### config.mk
export PLATFORM = sky130hd
export DESIGN_NAME = imem_load_ctrl
export DESIGN_NICKNAME = d
export VERILOG_FILES = /design/src/rtl/imem_load_ctrl.sv
export SDC_FILE = /design/constraint.sdc
export NUM_CORES = 1
export LEC_CHECK = 0
export ABC_AREA = 1
export CELL_PAD_IN_SITES_DETAIL_PLACEMENT = 1
export CELL_PAD_IN_SITES_GLOBAL_PLACEMENT = 2
export CORE_MARGIN = 4
export CORE_UTILIZATION = 23
export CTS_CLUSTER_DIAMETER = 40
export CTS_CLUSTER_SIZE = 24
export DETAILED_ROUTE_END_ITERATION = 12
export HOLD_SLACK_MARGIN = 0.02
export PLACE_DENSITY_LB_ADDON = 0.08
export SLEW_MARGIN = 15
export SYNTH_ARGS = -nofsm -noshare
export SYNTH_HDL_FRONTEND = slang
export SYNTH_SLANG_ARGS = --single-unit
### constraint.sdc
create_clock -name clk -period 3.8 [get_ports clk]
set_clock_uncertainty 0.1 [all_clocks]
set_input_delay 1.14 -clock clk [delete_from_list [all_inputs] [get_ports clk]]
set_output_delay 1.14 -clock clk [all_outputs]
set_load 0.01 [all_outputs]
### src/rtl/imem_load_ctrl.sv
// rtl/imem_load_ctrl.sv - IMEM runtime loader and CPU fetch gate (optional IMEM_LOAD_TIMEOUT_EN idle abort)
module imem_load_ctrl #(
  parameter int          DEPTH       = 256,
  parameter int          FETCH_LIMIT = 128,
  parameter logic [31:0] HALT_INSTR  = 32'h00000063,
  parameter int          TIMEOUT     = 1_000_000
) (
  input  logic        clk,
  input  logic        rst,
  input  logic        load_start,
  input  logic [8:0]  load_len,
  input  logic        byte_valid,
  input  logic [7:0]  byte_data,
  output logic        byte_ready,
  input  logic [31:0] fetch_addr,
  output logic [31:0] fetch_instr,
  output logic [7:0]  mem_raddr,
  input  logic [31:0] mem_rdata,
  output logic        mem_we,
  output logic [7:0]  mem_waddr,
  output logic [31:0] mem_wdata,
  output logic        cpu_stall,
  output logic        cpu_reset_req,
  output logic        load_busy,
  output logic        load_done,
  output logic        load_err,
  output logic [8:0]  load_count
);

  typedef enum logic [1:0] {S_RUN, S_LOAD, S_DONE} state_t;

  localparam logic [8:0] LP_DEPTH = 9'(DEPTH);
  localparam logic [9:0] LP_LIMIT = 10'(FETCH_LIMIT);

  state_t      r_state;
  logic [8:0]  r_len;
  logic [8:0]  r_load_count;
  logic [1:0]  r_byte_cnt;
  logic [23:0] r_word;
  logic        r_mem_we;
  logic [7:0]  r_mem_waddr;
  logic [31:0] r_mem_wdata;
  logic        r_cpu_stall;
  logic        r_cpu_reset_req;
  logic        r_byte_ready;
  logic        r_load_busy;
  logic        r_load_done;
  logic        r_load_err;

  logic w_accept;
  logic w_last_word;
  logic w_in_window;
  logic w_timeout;
  logic w_unused_addr;

  assign w_accept      = r_byte_ready & byte_valid;
  assign w_last_word   = ((r_load_count + 9'd1) == r_len);
  assign w_in_window   = (fetch_addr[11:2] < LP_LIMIT);
  assign w_unused_addr = ^{fetch_addr[31:12], fetch_addr[1:0]};

`ifdef IMEM_LOAD_TIMEOUT_EN
  logic [31:0] r_idle;

  // Idle counter: counts LOAD cycles without an accepted byte
  always_ff @(posedge clk or posedge rst) begin
    if (rst) begin
      r_idle <= '0;
    end else if (r_state != S_LOAD || w_accept) begin
      r_idle <= '0;
    end else begin
      r_idle <= r_idle + 32'd1;
    end
  end

  assign w_timeout = (r_state == S_LOAD) && !w_accept && (r_idle == 32'(TIMEOUT - 1));
`else
  logic w_unused_timeout;
  assign w_unused_timeout = (TIMEOUT == 0);
  assign w_timeout        = 1'b0;
`endif

  // Session FSM: byte assembly, sequential word writes, release pulse
  always_ff @(posedge clk or posedge rst) begin
    if (rst) begin
      r_state         <= S_RUN;
      r_len           <= '0;
      r_load_count    <= '0;
      r_byte_cnt      <= '0;
      r_word          <= '0;
      r_mem_we        <= 1'b0;
      r_mem_waddr     <= '0;
      r_mem_wdata     <= '0;
      r_cpu_stall     <= 1'b0;
      r_cpu_reset_req <= 1'b0;
      r_byte_ready    <= 1'b0;
      r_load_busy     <= 1'b0;
      r_load_done     <= 1'b0;
      r_load_err      <= 1'b0;
    end else begin
      r_mem_we        <= 1'b0;
      r_load_done     <= 1'b0;
      r_cpu_reset_req <= 1'b0;
      r_load_err      <= 1'b0;
      case (r_state)
        S_RUN: begin
          if (load_start && load_len != 9'd0) begin
            r_len        <= (load_len > LP_DEPTH) ? LP_DEPTH : load_len;
            r_load_count <= '0;
            r_byte_cnt   <= '0;
            r_state      <= S_LOAD;
            r_cpu_stall  <= 1'b1;
            r_byte_ready <= 1'b1;
            r_load_busy  <= 1'b1;
          end
        end
        S_LOAD: begin
          if (w_accept) begin
            r_byte_cnt <= r_byte_cnt + 2'd1;
            case (r_byte_cnt)
              2'd0: r_word[7:0]   <= byte_data;
              2'd1: r_word[15:8]  <= byte_data;
              2'd2: r_word[23:16] <= byte_data;
              default: begin
                r_mem_we     <= 1'b1;
                r_mem_waddr  <= r_load_count[7:0];
                r_mem_wdata  <= {byte_data, r_word};
                r_load_count <= r_load_count + 9'd1;
                if (w_last_word) begin
                  r_state         <= S_DONE;
                  r_byte_ready    <= 1'b0;
                  r_load_busy     <= 1'b0;
                  r_load_done     <= 1'b1;
                  r_cpu_reset_req <= 1'b1;
                end
              end
            endcase
          end else if (w_timeout) begin
            r_state      <= S_RUN;
            r_cpu_stall  <= 1'b0;
            r_byte_ready <= 1'b0;
            r_load_busy  <= 1'b0;
            r_load_err   <= 1'b1;
          end
        end
        S_DONE: begin
          r_state     <= S_RUN;
          r_cpu_stall <= 1'b0;
        end
        default: begin
          r_state      <= S_RUN;
          r_cpu_stall  <= 1'b0;
          r_byte_ready <= 1'b0;
          r_load_busy  <= 1'b0;
        end
      endcase
    end
  end

  assign mem_raddr     = fetch_addr[9:2];
  assign fetch_instr   = (r_state == S_RUN && w_in_window) ? mem_rdata : HALT_INSTR;
  assign byte_ready    = r_byte_ready;
  assign mem_we        = r_mem_we;
  assign mem_waddr     = r_mem_waddr;
  assign mem_wdata     = r_mem_wdata;
  assign cpu_stall     = r_cpu_stall;
  assign cpu_reset_req = r_cpu_reset_req;
  assign load_busy     = r_load_busy;
  assign load_done     = r_load_done;
  assign load_err      = r_load_err;
  assign load_count    = r_load_count;

endmodule

==> summary.txt <==
Die
  – Io pins: 181
  – Die Ht: 141.9 um
  – Die Footprint: 20140 um2
  – Die W: between 100 and 150 um
  – Rows: 48
  – Initial Util: 23.69%
  – Core Area: 17420 um2

Worst setup path
  – Crit Path Max Fanout: 16
  – Critical path arrival: 2.50 ns
  – Crit path from: fetch_addr[10]
  – R2r setup slk: 1.48 ns
  – Crit start category: input port
  – Reg2Reg Depth: 6
  – Kind of critical path: in -> out
  – Worst R2R Start: r_state[1]
  – CP required: roughly 2.6 ns
  – CP endpoint kind: primary output
  – Crit path to: fetch_instr[22]
  – Reg2Reg Capture Point: load_count[1]

Clocking
  – Root buffer cell: clkbuf_16
  – Register clock-pin slew on the reported worst setup and hold paths: 0.07 ns
  – CTS Sinks: 90
  – CTS Buffer Depth: 2
  – Clock latency on the worst-skew pair: 0.35 ns
  – CTS tree: done
  – CTS buffer count: 9
  – H-tree levels: 3
  – Hold-fix buffers, CTS: 0

Cells and area
  – Final Net Count: 741
  – Fin cells: 881
  – Area Overhead vs Synth: 48.59%
  – Fin area: a little over 6000 um2
  – Ant diodes: 0
  – Share of cells above drive strength 1: between 10% and 20%

Yosys
  – Cell area after synthesis: 4125 um2
  – Number of synthesized flops with an enable pin: 0
  – Area leader, netlist: dfrtp_1
  – Main combinational cell family by area after synthesis: simple AND/OR/NAND/NOR gates
  – Syn_nets: 602
  – Yosys warnings: 0
  – Post-synth cell types: 27
  – Syn_area_per_cell: around 8.1 um2
  – Asr flop ratio synth: 100.0%
  – Most frequent cells after synthesis: nand2_1 (174), dfrtp_1 (90), inv_1 (63)
  – Top FF cell, synth: dfrtp_1
  – Seq/Total Area, Yosys: 54.60%
  – Xor and xnor area share after synthesis: less than 1%
  – Mux cell area share after synthesis: 0%
  – Compound-cell area share of the yosys netlist: 7.977%
  – Area contributors post-synth: dfrtp_1 (55%), nand2_1 (16%), o21ai_0 (6.1%), inv_1 (5.7%), nor2_1 (3.9%)
  – Simple-Gate Fraction of Synth Area: 25.84%
  – Synth Area in Adders: between 1.5 and 2%
  – Top-count cell post-synth: nand2_1
  – Synthesized instance count: between 500 and 600
  – #FFs+latches synth: 90
  – Post-synth top area share: around 55%

Placement
  – DP Wirelength: 9.768 mm
  – Final GP Congestion: 0.7856
  – Dpl cells: 859
  – Placed Area: 5751 um2
  – Port buffer count: 143

Route
  – DR DRC count: 0
  – Vias/cell: about 4.2
  – Post-route ant nets: 0
  – WL final: 13.31 mm
  – Via count: 3720
  – Pre-antenna DRT Iters: 4
  – Initial DRC Count: 133
  – DR WL/cell: 15.10 um

GRT
  – First-pass GRT wire length: between 20 and 25 mm
  – Largest net degree at the start of global routing: 43
  – Number of global-route vias before repair: 3873
  – Grt total ovfl: 0
  – Tot GR Track Use: between 10% and 20%
  – Initial antenna violation count: 0

STA
  – RSZ-0062 raised after global routing: yes
  – Final Hold Fails: 0
  – Fmax: roughly 0.27 GHz
  – Worst slew pin tran: 0.8793 ns
  – Tcrit/Tclk final: 98.34%
  – Worst slew margin: around two fifths
  – Final Critical Period: 3.737 ns
  – Slew Viols, Final: 0
  – Final setup vio count: 0

Power
  – Peak supply drop: 0.2714 mV
  – Pwr Total: approximately 3.6 mW
  – Clock share of power: a little over a quarter
  – Switch share: between 30% and 40%
  – Lkg Pwr: 2.966 nW
  – Gate power share: 31.9%
  – Flop pwr share: a little over two fifths
  – NetSw: 1.170 mW
  – Pwr/cell area: 579.9 nW/um2
  – Internal power: 2.384 mW

Worst hold path
  – HP Class: reg -> reg
  – Hold_sp: mem_wdata[11]

Outcome
  – Status: finished clean

Run
  – Max Cap Violations: 0
-- worst min-delay path by stage --
stage / end / slack (ns) / depth (start not counted)
global placement: mem_wdata[10] / 0.36 / 2
floorplan: mem_wdata[0] / 0.35 / 2
finish: mem_wdata[11] / 0.37 / 2
detailed placement: mem_wdata[2] / 0.36 / 2
global route: mem_wdata[9] / 0.41 / 2
CTS: mem_wdata[2] / 0.38 / 2
-- through the flow --
step           TNS (ns)  hold slack (ns)  utilization (%)  setup slack (ns)
2_1_floorplan         0           0.3493                -            0.2247
3_3_place_gp     -13.10           0.3562            33.02           -0.5053
3_5_place_dp     -13.23           0.3623            33.02           -0.5192
4_1_cts               0           0.3788            35.33          0.002107
5_1_grt         -0.1075           0.4071            35.19          -0.02489
6_report              0           0.3735            35.19           0.06327
-- per-layer routing --
layer / global-route usage (%) / routed length (um) / part of all wire (%) / vias to the layer above
met5: 0 / 0 / 0 / -
met4: 3.081 / 115 / 0.86 / 0
met3: 4.280 / 890 / 6.7 / 9
met2: 22.07 / 6212 / 47 / 107
met1: 17.11 / 6087 / 46 / 1768
li1: - / - / - / 1836
-- power groups by stage --
stage | Sequential (mW) | Clock, mW | Combinational (mW)
after floorplan | 1.53 | 0 | 0.529
after global placement | 1.50 | 0 | 1.12
after detailed placement | 1.51 | 0 | 1.15
after CTS | 1.49 | 0.970 | 1.17
after global routing | 1.53 | 1.00 | 1.29
final | 1.48 | 0.936 | 1.13
-- registers in the layout (all words and copies together), names as in the netlist --
name / count
cpu_stall: 1
load_busy: 1
load_count: 9
load_done: 1
mem_waddr: 8
mem_wdata: 32
mem_we: 1
r_byte_cnt: 2
r_len: 9
r_state: 2
r_word: 24
-- cell type report --
| class | count | area (um2) |
|---|---|---|
| Timing Repair Buffer | 155 | 1525 |
| Inverter | 66 | 252.7 |
| Clock buffer | 10 | 239.0 |
| Sequential cell | 90 | 2252 |
| Tap cell | 225 | 281.5 |
| Fill cell | 2064 | 11290 |
| Clock inverter | 6 | 73.82 |
| Multi-Input combinational cell | 329 | 1505 |
-- placed cells by master (no fill, tap or decap), types with 2 or more instances in the layout --
cell type          n
buf_2             10
nor2_1            39
dlygate4sd2_1      2
inv_2              3
dfrtp_1           90
clkinv_4           4
or2_2              4
nor2_2             6
clkdlybuf4s15_1    2
buf_12             2
nor2_4             5
clkdlybuf4s15_2   15
clkbuf_16          9
clkbuf_2           5
inv_1             61
buf_6              2
nand3_1           25
nand2_1          174
o22ai_1            6
nand2_2            3
buf_4              7
clkdlybuf4s50_1  108
o21a_1             2
o21ai_0           50
ha_1               5
-- logic make-up after synthesis --
group | count (synthesis)
AOI/OAI and AO/OA | 62
buffers and inverters | 93
DFF | 90
and+or+nand+nor | 259
xor gates and xnor gates | 2
other | 1
adders and majority gates | 5
-- critical path, stage by stage --
cell	delay [ns]
dlygate4sd2_1	0.23
nor4_2	0.20
buf_4	0.16
clkinvlp_4	0.12
bufbuf_16	0.30
nor2_1	0.10
clkdlybuf4s15_2	0.23
-- timing repair --
action,in CTS,in global routing
endpoints found under the hold margin,0,0
setup endpoints to repair,32,27
pin swaps,3,1
resized for setup,113,14
gates cloned,1,0
buffers inserted,5,0
(Power assumes the default switching activity.)
